--- src/rtl/sd_cmd_arb_pkg.sv ---
// Shared types and constants for the SD command-path arbiter.
package sd_cmd_arb_pkg;

    localparam int unsigned ARG_W  = 32;
    localparam int unsigned CMD_W  = 14;
    localparam int unsigned TMO_W  = 16;
    localparam int unsigned STAT_W = 5;
    localparam int unsigned RESP_W = 32;

    // Bit positions inside the master's int_status word.
    localparam int unsigned INT_CC   = 0;
    localparam int unsigned INT_EI   = 1;
    localparam int unsigned INT_CTE  = 2;
    localparam int unsigned INT_CCRC = 3;
    localparam int unsigned INT_CIE  = 4;

    typedef enum logic [1:0] {
        IDLE = 2'd0,
        WAIT = 2'd1,
        CLR  = 2'd2
    } arb_state_e;

endpackage

--- src/rtl/sd_rr_pick.sv ---
// Combinational winner selection for the command-path arbiter.
// SD_CMD_ARB_FIXED_PRIO_EN: lowest index wins and last_i is ignored;
// otherwise round-robin starting at last_i+1 with wrap at NREQ.
module sd_rr_pick
    import sd_cmd_arb_pkg::*;
#(
    parameter int unsigned NREQ  = 2,
    parameter int unsigned IDX_W = 2
) (
    input  logic [NREQ-1:0]  req_i,
    input  logic [IDX_W-1:0] last_i,
    output logic [NREQ-1:0]  win_oh_o,
    output logic [IDX_W-1:0] win_idx_o
);

`ifdef SD_CMD_ARB_FIXED_PRIO_EN
    logic unused_last;
    assign unused_last = ^last_i;

    // First set request from index 0 upward wins.
    always_comb begin
        logic found;
        win_oh_o  = '0;
        win_idx_o = '0;
        found     = 1'b0;
        for (int j = 0; j < int'(NREQ); j++) begin
            if (!found && req_i[j]) begin
                found       = 1'b1;
                win_oh_o[j] = 1'b1;
                win_idx_o   = IDX_W'(j);
            end
        end
    end
`else
    // Scan offsets 1..NREQ past the last grant; first pending request wins.
    always_comb begin
        logic found;
        win_oh_o  = '0;
        win_idx_o = '0;
        found     = 1'b0;
        for (int i = 1; i <= int'(NREQ); i++) begin
            for (int j = 0; j < int'(NREQ); j++) begin
                if (!found && req_i[j] && (j == ((int'(last_i) + i) % int'(NREQ)))) begin
                    found       = 1'b1;
                    win_oh_o[j] = 1'b1;
                    win_idx_o   = IDX_W'(j);
                end
            end
        end
    end
`endif

endmodule

--- src/rtl/sd_cmd_arbiter.sv ---
// Shares one sd_cmd_master between NREQ requesters: grant, launch,
// wait for completion/error, capture status+response, clear master status.
// SD_CMD_ARB_FIXED_PRIO_EN selects fixed priority instead of round-robin.
module sd_cmd_arbiter
    import sd_cmd_arb_pkg::*;
#(
    parameter int unsigned NREQ  = 2,
    parameter int unsigned IDX_W = 2
) (
    input  logic                   sd_clk,
    input  logic                   rst,
    input  logic [NREQ-1:0]        req_i,
    input  logic [NREQ*ARG_W-1:0]  req_argument_i,
    input  logic [NREQ*CMD_W-1:0]  req_command_i,
    input  logic [NREQ*TMO_W-1:0]  req_timeout_i,
    output logic [NREQ-1:0]        gnt_o,
    output logic [NREQ-1:0]        done_o,
    output logic [STAT_W-1:0]      status_o,
    output logic [RESP_W-1:0]      resp_0_o,
    output logic [RESP_W-1:0]      resp_1_o,
    output logic [RESP_W-1:0]      resp_2_o,
    output logic [RESP_W-1:0]      resp_3_o,
    output logic                   m_start_o,
    output logic                   m_int_status_rst_o,
    output logic [ARG_W-1:0]       m_argument_o,
    output logic [CMD_W-1:0]       m_command_o,
    output logic [TMO_W-1:0]       m_timeout_o,
    input  logic [STAT_W-1:0]      m_int_status_i,
    input  logic [RESP_W-1:0]      m_response_0_i,
    input  logic [RESP_W-1:0]      m_response_1_i,
    input  logic [RESP_W-1:0]      m_response_2_i,
    input  logic [RESP_W-1:0]      m_response_3_i
);

    arb_state_e         state_q;
    logic [NREQ-1:0]    gnt_q;
    logic [NREQ-1:0]    done_q;
    logic [STAT_W-1:0]  status_q;
    logic [RESP_W-1:0]  resp0_q, resp1_q, resp2_q, resp3_q;
    logic               m_start_q;
    logic               m_int_rst_q;
    logic [ARG_W-1:0]   m_arg_q;
    logic [CMD_W-1:0]   m_cmd_q;
    logic [TMO_W-1:0]   m_tmo_q;

    logic [NREQ-1:0]    win_oh;
    logic [IDX_W-1:0]   win_idx;
    logic [IDX_W-1:0]   last_sel;
    logic [ARG_W-1:0]   arg_d;
    logic [CMD_W-1:0]   cmd_d;
    logic [TMO_W-1:0]   tmo_d;
    logic               done_evt;

`ifdef SD_CMD_ARB_FIXED_PRIO_EN
    logic unused_idx;
    assign unused_idx = ^win_idx;
    assign last_sel   = '0;
`else
    logic [IDX_W-1:0]   last_q;
    assign last_sel   = last_q;
`endif

    sd_rr_pick #(
        .NREQ  (NREQ),
        .IDX_W (IDX_W)
    ) u_pick (
        .req_i     (req_i),
        .last_i    (last_sel),
        .win_oh_o  (win_oh),
        .win_idx_o (win_idx)
    );

    // Select the winner's argument, command and timeout slices.
    always_comb begin
        arg_d = '0;
        cmd_d = '0;
        tmo_d = '0;
        for (int j = 0; j < int'(NREQ); j++) begin
            if (win_oh[j]) begin
                arg_d = req_argument_i[j*ARG_W +: ARG_W];
                cmd_d = req_command_i[j*CMD_W +: CMD_W];
                tmo_d = req_timeout_i[j*TMO_W +: TMO_W];
            end
        end
    end

    assign done_evt = m_int_status_i[INT_CC] | m_int_status_i[INT_EI];

    // Arbitration FSM with all outputs registered; pulses default low each cycle.
    always_ff @(posedge sd_clk or negedge rst) begin
        if (!rst) begin
            state_q     <= IDLE;
            gnt_q       <= '0;
            done_q      <= '0;
            status_q    <= '0;
            resp0_q     <= '0;
            resp1_q     <= '0;
            resp2_q     <= '0;
            resp3_q     <= '0;
            m_start_q   <= 1'b0;
            m_int_rst_q <= 1'b0;
            m_arg_q     <= '0;
            m_cmd_q     <= '0;
            m_tmo_q     <= '0;
`ifndef SD_CMD_ARB_FIXED_PRIO_EN
            last_q      <= IDX_W'(NREQ - 1);
`endif
        end else begin
            m_start_q   <= 1'b0;
            m_int_rst_q <= 1'b0;
            done_q      <= '0;
            case (state_q)
                IDLE: begin
                    // Stale master status is ignored here; CLR already reset it.
                    if (|req_i) begin
                        gnt_q     <= win_oh;
                        m_arg_q   <= arg_d;
                        m_cmd_q   <= cmd_d;
                        m_tmo_q   <= tmo_d;
                        m_start_q <= 1'b1;
`ifndef SD_CMD_ARB_FIXED_PRIO_EN
                        last_q    <= win_idx;
`endif
                        state_q   <= WAIT;
                    end
                end
                WAIT: begin
                    // Error completion is treated like normal completion.
                    if (done_evt) begin
                        status_q <= m_int_status_i;
                        resp0_q  <= m_response_0_i;
                        resp1_q  <= m_response_1_i;
                        resp2_q  <= m_response_2_i;
                        resp3_q  <= m_response_3_i;
                        done_q   <= gnt_q;
                        state_q  <= CLR;
                    end
                end
                CLR: begin
                    m_int_rst_q <= 1'b1;
                    gnt_q       <= '0;
                    m_arg_q     <= '0;
                    m_cmd_q     <= '0;
                    m_tmo_q     <= '0;
                    state_q     <= IDLE;
                end
                default: state_q <= IDLE;
            endcase
        end
    end

    assign gnt_o              = gnt_q;
    assign done_o             = done_q;
    assign status_o           = status_q;
    assign resp_0_o           = resp0_q;
    assign resp_1_o           = resp1_q;
    assign resp_2_o           = resp2_q;
    assign resp_3_o           = resp3_q;
    assign m_start_o          = m_start_q;
    assign m_int_status_rst_o = m_int_rst_q;
    assign m_argument_o       = m_arg_q;
    assign m_command_o        = m_cmd_q;
    assign m_timeout_o        = m_tmo_q;

endmodule
--- config.mk ---
export PLATFORM = sky130hd
export DESIGN_NAME = sd_cmd_arbiter
export DESIGN_NICKNAME = d
export VERILOG_FILES = /design/src/rtl/sd_cmd_arb_pkg.sv /design/src/rtl/sd_rr_pick.sv /design/src/rtl/sd_cmd_arbiter.sv
export SDC_FILE = /design/constraint.sdc
export NUM_CORES = 1
export LEC_CHECK = 0
export ABC_CLOCK_PERIOD_IN_PS = 1700
export BUFFER_PORTS_ARGS = -buffer_cell sky130_fd_sc_hd__buf_2
export CAP_MARGIN = 20
export CORE_AREA = 2 2 180 182
export CTS_CLUSTER_DIAMETER = 80
export CTS_CLUSTER_SIZE = 10
export DETAILED_ROUTE_END_ITERATION = 8
export DIE_AREA = 0 0 182 184
export PLACE_DENSITY = 0.56
export REMOVE_ABC_BUFFERS = 1
export SYNTH_ARGS = -nofsm -noshare
export SYNTH_HDL_FRONTEND = slang
export SYNTH_SLANG_ARGS = --single-unit
--- constraint.sdc ---
create_clock -name sd_clk -period 1.7 [get_ports sd_clk]
set_input_delay 0.085 -clock sd_clk [delete_from_list [all_inputs] [get_ports sd_clk]]
set_output_delay 0.085 -clock sd_clk [all_outputs]
set_load 0.02 [all_outputs]
==> run_results.csv, run 1 <==
group,metric,value,unit
power,vdd_drop_max,740,µV
sta,rsz0062_at_grt,"false",
sta,hold_viol,0,
clock_network,post_cts_buffers,0,
clock_network,cts_buffers,24,
grt,grt_pass1_vias,8191,
worst_setup_path,cp.arrival,1.97,ns
final_layout,drive_above_1_share,51.1,%
min_path,hold_class,"primary input to asynchronous set/reset pin",
final_layout,diodes,0,
sta,hold_ws,0.101,ns
worst_setup_path,r2r_start,"state_q[1]$_DFFE_PN0P_",
clock_network,cts.repair.resized,0,
logic_synthesis,seq_area_frac_synth,61.7,%
sta,finClkSkew,0.0102,ns
final_layout,final_cell_mix,"buf_2 (460), dlygate4sd3_1 (261), dfrtp_1 (203), mux2_2 (74)",
grt,track_usage,17.1,%
route,drc_errors,0,
clock_network,cts_tree,"yes",
sta,setup_tns,0,ns
logic_synthesis,ys_warn_count,0,
sta,worst_slew_pin_slew,0.478,ns
run_status,outcome,"completed",
route,drt_pass1_iterations,4,
sta,setup_violations,0,
logic_synthesis,synthesis.area,8270,µm²
die,ios,462,
worst_setup_path,setup.worst_path.end_class,"flip-flop",
clock_network,htree_num_levels,1,
final_layout,num-nets-final,1516,
power,power.density,1780,nW/µm²
route,postRouteWirelength,29.8,mm
sta,drv_slew,0,
route,drtIter0Drc,264,
power,p_leak,7.26,nW
logic_synthesis,ys_types,25,
worst_setup_path,startpoint_type,"flip-flop",
grt,grt_max_degree,66,
placement,gp_congestion,0.771,
route,vias_per_cell,4.45,
final_layout,area_delta_synth_final,74.1,%
clock_network,root_buffer,"clkbuf_16",
sta,relSlewSlack,68.1,%
worst_setup_path,reg2reg_to,"m_timeout_o[10]$_DFFE_PN0P_",
grt,antenna_found_initial,0,
route,routedWlPerCell,17.9,µm
job,max_cap_viol_count,0,
grt,grt-ovfl-total,0,
clock_network,clk_pin_slew,0.05,ns
worst_setup_path,rr_worst_depth,5,
sta,fin_crit,1.58,ns
worst_setup_path,cp.required,2.09,ns
die,die_w,182,µm
placement,io_buffers,461,
worst_setup_path,critPathKind,"flip-flop to flip-flop",
logic_synthesis,ys_seq_elements,204,
logic_synthesis,syn_area_per_cell,15.7,µm²
sta,fin_crit_sh,93.0,%
clock_network,clockBufferDepth,3,
die,start_util,26.3,%
route,ant_nets,0,
route,via_count,7416,
clock_network,insertion_delay,0.51,ns
clock_network,clock-sinks,204,
grt,grt_pass1_wl,45.2,mm
clock_network,postCtsHoldBufs,261,
final_layout,layout_commonest_cell,"buf_2",
logic_synthesis,synthCells,528,
worst_setup_path,rrSetupSlack,0.12,ns
placement,place_hpwl,19.5,mm
die,rows,65,
die,die-area,33500,µm²
sta,max_freq,632,MHz
die,die_h,184,µm
die,core,31400,µm²
worst_setup_path,crit_fanout,62,
## flip-flops by register name (all words and copies together), names as in the netlist
register,cells
done_o,2
gnt_o,2
last_q,1
m_argument_o,32
m_command_o,14
m_int_status_rst_o,1
m_start_o,1
m_timeout_o,16
resp_0_o,32
resp_1_o,32
resp_2_o,32
resp_3_o,32
state_q,2
status_o,5
## per-layer routing
layer | track usage (%) | routed length [µm] | vias up
li1 | - | - | 3420
met1 | 19.2 | 11500 | 3576
met2 | 31.3 | 15200 | 360
met3 | 4.00 | 2230 | 60
met4 | 6.65 | 967 | 0
met5 | 0 | 0 | -
## kinds of logic (layout without fill, tap and decap cells)
logic type / count (synthesis) / after routing / synth area share (%)
DFF: 204 / 204 / 61.7
muxes: 131 / 131 / 20.4
and+or+nand+nor: 78 / 78 / 5.70
AOI/OAI and AO/OA: 71 / 71 / 8.35
buffers and inverters: 44 / 780 / 3.80
## worst max-delay path, cell delays in order (launching register included)
cell     delay, ns
dfrtp_1       0.39
buf_4         0.16
nor2_1        0.05
a21o_2        0.23
buf_12        0.18
a221o_1       0.39
## synthesized netlist by cell type
cell	instances	area, µm²
buf_12	5	100
nand2b_1	1	6.26
clkbuf_1	18	67.6
a22o_1	3	26.3
dfrtp_1	203	5080
and2b_1	1	7.51
and2_1	2	12.5
nor2b_1	1	6.26
and3_1	62	388
buf_8	2	30.0
a221o_1	62	621
o21ai_0	3	15.0
mux2_4	57	856
mux2_2	74	833
nand2_1	6	22.5
buf_4	7	52.6
dfstp_2	1	26.3
nor2b_4	1	13.8
buf_2	9	45.0
buf_6	1	11.3
o211a_1	1	10.0
a21o_1	1	7.51
a21boi_2	1	11.3
inv_1	2	7.51
nor2_1	4	15.0
## how the worst max path moves through the flow
stage	startpoint	depth (start not counted)	to
6_report	state_q[1]$_DFFE_PN0P_	5	m_timeout_o[10]$_DFFE_PN0P_
5_1_grt	state_q[1]$_DFFE_PN0P_	4	resp_3_o[20]$_DFFE_PN0P_
4_1_cts	state_q[1]$_DFFE_PN0P_	4	resp_3_o[20]$_DFFE_PN0P_
3_5_place_dp	state_q[1]$_DFFE_PN0P_	4	resp_3_o[20]$_DFFE_PN0P_
3_3_place_gp	state_q[1]$_DFFE_PN0P_	4	resp_3_o[9]$_DFFE_PN0P_
2_1_floorplan	state_q[0]$_DFFE_PN0P_	3	resp_0_o[0]$_DFFE_PN0P_
## through the flow
stage / worst slack, ns / cells / instance area (µm²) / utilization [%] / power, W
after floorplan: -3.12 / 486 / 7970 / - / 0.0154
after global placement: 0.144 / 1370 / 11100 / 35.4 / 0.0205
after detailed placement: 0.113 / 1370 / 11100 / 35.4 / 0.0206
after CTS: 0.0949 / 1666 / 14400 / 45.9 / 0.0259
after global routing: 0.0360 / 1666 / 14400 / 45.9 / 0.0271
final: 0.118 / 1666 / 14400 / 45.9 / 0.0256
## power by group
group | switching, W | internal [W]
Combinational | 0.00680 | 0.00572
Sequential | 0.00128 | 0.00726
Clock | 0.00192 | 0.00265
Total | 0.0100 | 0.0156
## cell type report
type / instances / area (µm²)
well taps: 402 / 503
multi-input cells: 280 / 2870
clock buffers: 34 / 659
clock inverters: 1 / 8.76
fillers: 2761 / 17000
flip-flops and latches: 204 / 5110
repair buffers: 743 / 5250
inverters: 2 / 7.51
Power figures use the tool's default switching activity.
==> inputs of run 2 (changes only) <==
- ABC_CLOCK_PERIOD_IN_PS: 1700 -> 1300
- CTS_BUF_LIST: not set -> sky130_fd_sc_hd__clkbuf_2 sky130_fd_sc_hd__clkbuf_4 sky130_fd_sc_hd__clkbuf_8
- PLACE_DENSITY: 0.56 -> 0.58
- clock period: 1.7 -> 1.3 ns (I/O delays scaled with it)
==> run 2 against run 1 <==
Effect of this change:
- the flow now finishes with violations (setup timing)
- worst setup slack got worse by 0.35 ns
- global-route usage grew 0.32 points
- first-iteration DRC count grew 1.1%
- routed wire length is 9.3% higher
- clock skew grew 0.0098 ns
==> run_results.csv, run 2 (synthesis results as in run 1) <==
group,metric,value,unit
run_status,outcome,"finished with violations",
run_status,violations,"setup timing",
placement,io_buffers,461,
grt,groute.layer.met1.usage,19.4,%
grt,grt-ovfl-total,0,
die,core,31400,µm²
clock_network,clk_pin_slew,0.07,ns
final_layout,area_delta_synth_final,80.8,%
sta,setup_violations,197,
min_path,hold_class,"primary input to asynchronous set/reset pin",
clock_network,htree_num_levels,1,
placement,place_hpwl,19.3,mm
sta,max_freq,651,MHz
clock_network,clock-sinks,204,
clock_network,cts_tree,"yes",
sta,hold_viol,0,
grt,grt_pass1_vias,8319,
route,vias_per_cell,4.57,
placement,gp_congestion,0.753,
final_layout,layout_commonest_cell,"buf_2",
final_layout,num-nets-final,1547,
route,drc_errors,0,
grt,grt_use_met2,31.9,%
grt,antenna_found_initial,1,
route,via_count,7756,
clock_network,clockBufferDepth,3,
grt,top_usage_layer,"met2",
final_layout,fin_cells,1698,
worst_setup_path,crit_fanout,9,
placement,place_inst,1381,
final_layout,drive_above_1_share,53.1,%
clock_network,root_buffer,"clkbuf_8",
die,rows,65,
power,vdd_drop_max,1040,µV
worst_setup_path,rrSetupSlack,-0.24,ns
die,start_util,26.3,%
job,max_cap_viol_count,0,
sta,finClkSkew,0.0201,ns
sta,relSlewSlack,73.5,%
grt,grt_pass1_wl,46.1,mm
die,die-area,33500,µm²
final_layout,final_core_util,47.6,%
worst_setup_path,critPathKind,"flip-flop to flip-flop",
die,die_h,184,µm
power,finalPower,0.0347,W
sta,worst_slew_pin_slew,0.398,ns
route,drt_pass1_iterations,4,
sta,fin_crit_sh,118,%
route,routedWlPerCell,19.2,µm
die,ios,462,
route,ant_nets,0,
clock_network,cts_buffers,24,
worst_setup_path,startpoint_type,"flip-flop",
grt,track_usage,17.4,%
worst_setup_path,rr_worst_depth,5,
power,power.density,2320,nW/µm²
sta,fin_ws,-0.235,ns
sta,fin_crit,1.54,ns
die,die_w,182,µm
sta,rsz0062_at_grt,"true",
route,postRouteWirelength,32.6,mm
route,drtIter0Drc,267,
grt,grt_max_degree,66,
sta,drv_slew,0,
final_layout,final_cell_mix,"buf_2 (460), dlygate4sd3_1 (263), dfrtp_1 (203), mux2_4 (123)",
worst_setup_path,cp.required,1.73,ns
power,p_leak,7.66,nW
worst_setup_path,setup.worst_path.end_class,"flip-flop",
grt,use_met3,4.44,%
worst_setup_path,cp.arrival,1.96,ns
clock_network,insertion_delay,0.54,ns
[run 2: cell count changes in the layout (fill, tap and decap cells not counted), sizes merged]
cell / before / now
dlygate4sd3: 261 / 263
buf: 482 / 504
diode: 0 / 1
clkbuf: 34 / 41
[run 2: repair_timing]
action	in CTS	in global routing
hold endpoints to repair	404	0
endpoints found under the setup margin	198	198
setup buffers	3	1
resized for setup	64	44
pin swaps	0	51
hold buffers	263	0
gates cloned	3	11
[run 2: routing by layer]
| metal | part of all wire, % | vias up |
|---|---|---|
| met5 | 0 | - |
| met3 | 8.1 | 68 |
| met2 | 51 | 403 |
| met1 | 37 | 3800 |
| li1 | - | 3485 |
| met4 | 3.4 | 0 |
[run 2: area by class of cell]
cell class	instances	area (µm²)
flip-flops and latches	204	5110
repair buffers	774	5770
fillers	2682	16400
inverters	2	7.51
multi-input cells	280	3150
clock buffers	34	412
diodes	1	2.50
well taps	402	503
clock inverters	1	8.76
[run 2: final timing paths]
path	startpoint	end
max in group asynchronous	rst	m_timeout_o[13]$_DFFE_PN0P_
setup / recovery	state_q[1]$_DFFE_PN0P_	resp_2_o[18]$_DFFE_PN0P_
min in group sd_clk	req_i[0]	gnt_o[1]$_DFFE_PN0P_
setup reg to reg	state_q[1]$_DFFE_PN0P_	resp_2_o[18]$_DFFE_PN0P_
hold / removal	rst	m_command_o[9]$_DFFE_PN0P_
hold reg to reg	resp_2_o[22]$_DFFE_PN0P_	resp_2_o[22]$_DFFE_PN0P_
[run 2: critical path, stage by stage, from the launching register on]
cell       delay [ns]
dfrtp_1          0.42
nor2b_4          0.13
and2b_4          0.19
buf_12           0.18
clkbuf_16        0.20
mux2_4           0.31
[run 2: power by group]
group / total [W] / switching, W / internal (W)
sequential: 0.0113 / 0.00182 / 0.00948
clock: 0.00427 / 0.00227 / 0.00201
combinational: 0.0191 / 0.00971 / 0.00942
[run 2: metrics by stage]
stage	area [µm²]	hold WS, ns	TNS (ns)	setup slack (ns)
global placement	11100	0.00773	-46.40	-0.315
global route	15000	0.0200	-49.26	-0.284
detailed placement	11100	0.0210	-52.05	-0.344
finish	15000	0.0269	-37.22	-0.235
CTS	14600	-0.0100	-40.03	-0.258
floorplan	7970	-0.231	-597.61	-3.52
==> inputs of run 3 (changes only) <==
- ABC_AREA: not set -> 1
- CORE_AREA: 2 2 180 182 -> 2 2 179 181
- CTS_CLUSTER_SIZE: 10 -> 24
- DIE_AREA: 0 0 182 184 -> 0 0 181 183
- PLACE_DENSITY: 0.58 -> 0.59
==> run 3 against run 2 <==
Effect of this change:
- the run still ends with setup timing left
- first-iteration DRC count grew 140%
- routed wire length rose by 17%
- combinational power up 3%
- power fell by 1.1%
- fmax rose by 6.1%
- register-to-register slack improved by 0.09 ns
- non-clock buffer count grew 12
- via count grew 32%
- area after synthesis grew 3.0%
- critical endpoint is now m_argument_o[25]$_DFFE_PN0P_
- largest cell class unchanged
- largest power group unchanged
==> run_results.csv, run 3 <==
group,metric,value,unit
logic_synthesis,ys_seq_elements,204,
final_layout,drive_above_1_share,38.4,%
sta,fin_crit_sh,111,%
logic_synthesis,ys_warn_count,0,
placement,io_buffers,461,
logic_synthesis,synthCells,961,
grt,antenna_found_initial,0,
worst_setup_path,cpPeakStageDelay,0.42,ns
power,p_leak,8.16,nW
grt,groute.layer.met1.usage,25.2,%
sta,max_freq,691,MHz
worst_setup_path,crit_fanout,8,
grt,grt_max_degree,64,
die,die_w,181,µm
logic_synthesis,synth-main-ff-cell,"dfrtp_1",
logic_synthesis,synthesis.area,8520,µm²
grt,grt_pass1_vias,10300,
logic_synthesis,synth_edf_count,0,
clock_network,clock-sinks,204,
clock_network,insertion_delay,0.52,ns
placement,place_hpwl,22.9,mm
sta,setup_tns,-7.71,ns
sta,finClkSkew,0.0189,ns
worst_setup_path,path_cells,"buf_6, nor2_4, buf_12, buf_12, buf_16, nand4_1, nand3_1",
route,postRouteWirelength,38.2,mm
sta,drv_slew,0,
final_layout,final_cell_mix,"buf_2 (460), nand2_1 (401), dlygate4sd3_1 (259), dfrtp_1 (202), nand4_1 (124)",
run_status,outcome,"finished with violations",
sta,worst_slew_pin_slew,0.506,ns
worst_setup_path,crit_family,"buffers and inverters",
clock_network,htree_num_levels,1,
die,start_util,27.3,%
grt,track_usage,21.3,%
placement,gp_congestion,0.788,
grt,grt_pass1_wl,56.5,mm
worst_setup_path,crit_top_cell,"buf_12",
worst_setup_path,cp.arrival,1.91,ns
worst_setup_path,rr_worst_depth,7,
clock_network,cts_tree,"yes",
worst_setup_path,r2r_start,"state_q[0]$_DFFE_PN0P_",
clock_network,root_buffer,"clkbuf_8",
sta,fin_ws,-0.147,ns
sta,hold_ws,0.0203,ns
worst_setup_path,setup.worst_path.end_class,"flip-flop",
die,rows,65,
worst_setup_path,reg2reg_to,"m_argument_o[25]$_DFFE_PN0P_",
run_status,violations,"setup timing",
die,die-area,33100,µm²
worst_setup_path,rrSetupSlack,-0.15,ns
sta,setup_violations,158,
final_layout,layout_commonest_cell,"buf_2",
worst_setup_path,cp.buffers_inverters,4,
power,vdd_drop_max,1040,µV
die,die_h,183,µm
grt,grt_use_met2,38.0,%
logic_synthesis,synthArstFlopShare,100,%
logic_synthesis,seq_area_frac_synth,60.0,%
route,vias_per_cell,4.90,
final_layout,fillers,2787,
grt,use_met3,4.71,%
sta,relSlewSlack,66.2,%
sta,rsz0062_at_grt,"true",
final_layout,num-nets-final,1944,
logic_synthesis,synth_top_area_cell,"dfrtp_1",
clock_network,clk_pin_slew,0.15,ns
logic_synthesis,syn_area_per_cell,8.86,µm²
min_path,hold_class,"primary input to asynchronous set/reset pin",
logic_synthesis,synth_most_common_cell,"nand2_1",
route,drt_pass1_iterations,6,
final_layout,final_core_util,48.9,%
sta,hold_viol,0,
logic_synthesis,ys_types,15,
grt,grt-ovfl-total,0,
final_layout,area_delta_synth_final,79.4,%
route,via_count,10200,
power,power.density,2250,nW/µm²
job,max_cap_viol_count,0,
worst_setup_path,critPathKind,"flip-flop to flip-flop",
logic_synthesis,yosys-top-cells-count,"nand2_1 (410), dfrtp_1 (203), nand3_1 (127), nand4_1 (124), clkbuf_1 (33)",
route,drc_errors,0,
placement,place_worst_setup_slack,-0.0947,ns
logic_synthesis,netlist_top_cells_area,"dfrtp_1 (60%), nand2_1 (18%), nand4_1 (9.1%), nand3_1 (7.5%), buf_2 (1.8%)",
route,ant_nets,0,
placement,dpl_cell_area,11500,µm²
logic_synthesis,synth_top_area_share,59.6,%
grt,top_usage_layer,"met2",
die,core,31200,µm²
route,routedWlPerCell,18.3,µm
sta,fin_crit,1.45,ns
final_layout,diodes,0,
worst_setup_path,cp.required,1.76,ns
worst_setup_path,startpoint_type,"flip-flop",
die,ios,462,
clock_network,clockBufferDepth,3,
route,drtIter0Drc,631,
final_layout,final_area,15300,µm²
clock_network,cts_buffers,13,
worst_setup_path,critPathSlowestCell,"dfrtp_1",
[run 3: cell types whose count changed in the layout (fill, tap and decap cells not counted), sizes merged, moves of 19 or more]
cell / before / now
nand2: 6 / 412
nand3: 0 / 127
a221o: 62 / 0
and3: 62 / 0
nand4: 0 / 124
buf: 504 / 523
clkbuf: 41 / 17
mux2: 131 / 0
[run 3: per-layer routing]
metal | wire length [µm] | up-vias
li1 | - | 4648
met5 | 0 | -
met2 | 19000 | 594
met3 | 3400 | 102
met4 | 1440 | 0
met1 | 14400 | 4905
[run 3: final cells by class]
cell class	count	area, µm²	area share [%]
inverter	9	43.8	0.287
tap	402	503	3.29
multi-input combinational	668	3500	22.9
timing repair inverter	1	6.26	0.0409
clock buffer	13	179	1.17
timing repair buffer	786	5890	38.5
sequential	204	5110	33.4
clock inverter	7	48.8	0.319
[run 3: worst reg2reg max path: stages, from the launching register on]
cell and delay (ns):
dfrtp_1 0.42, buf_6 0.13, nor2_4 0.09, buf_12 0.15
buf_12 0.14, buf_16 0.15, nand4_1 0.14, nand3_1 0.16
[run 3: power by group]
part / internal (W) / switching [W]
sequential: 0.00940 / 0.00207
clock: 0.000998 / 0.00218
combinational: 0.00755 / 0.0121
total: 0.0180 / 0.0164
[run 3: logic make-up after synthesis]
| logic type | after synthesis | synth area share, % |
|---|---|---|
| flops | 204 | 60.0 |
| buf+inv | 89 | 4.86 |
| simple gates | 668 | 35.2 |
[run 3: worst max path at each step]
stage                     depth (start not counted)                    from                           end
final                                             7  state_q[0]$_DFFE_PN0P_  m_argument_o[25]$_DFFE_PN0P_
after CTS                                         7  state_q[0]$_DFFE_PN0P_   m_argument_o[2]$_DFFE_PN0P_
after detailed placement                          6  state_q[1]$_DFFE_PN0P_       resp_2_o[5]$_DFFE_PN0P_
after global routing                              7  state_q[0]$_DFFE_PN0P_  m_argument_o[25]$_DFFE_PN0P_
after floorplan                                   4  state_q[1]$_DFFE_PN0P_   m_argument_o[0]$_DFFE_PN0P_
after global placement                            5  state_q[0]$_DFFE_PN0P_   m_command_o[13]$_DFFE_PN0P_
[run 3: per-stage QoR]
stage,total power (W),instances
3_5_place_dp,0.0273,1793
6_report,0.0344,2090
2_1_floorplan,0.0202,881
3_3_place_gp,0.0271,1793
5_1_grt,0.0365,2090
4_1_cts,0.0330,2088
[run 3: timing repair]
action | in CTS | in global routing
hold buffers | 259 | 0
endpoints found under the hold margin | 401 | 0
resized for setup | 33 | 103
setup endpoints to repair | 185 | 201
gates cloned | 8 | 4
pin swaps | 6 | 23
setup buffers | 9 | 0
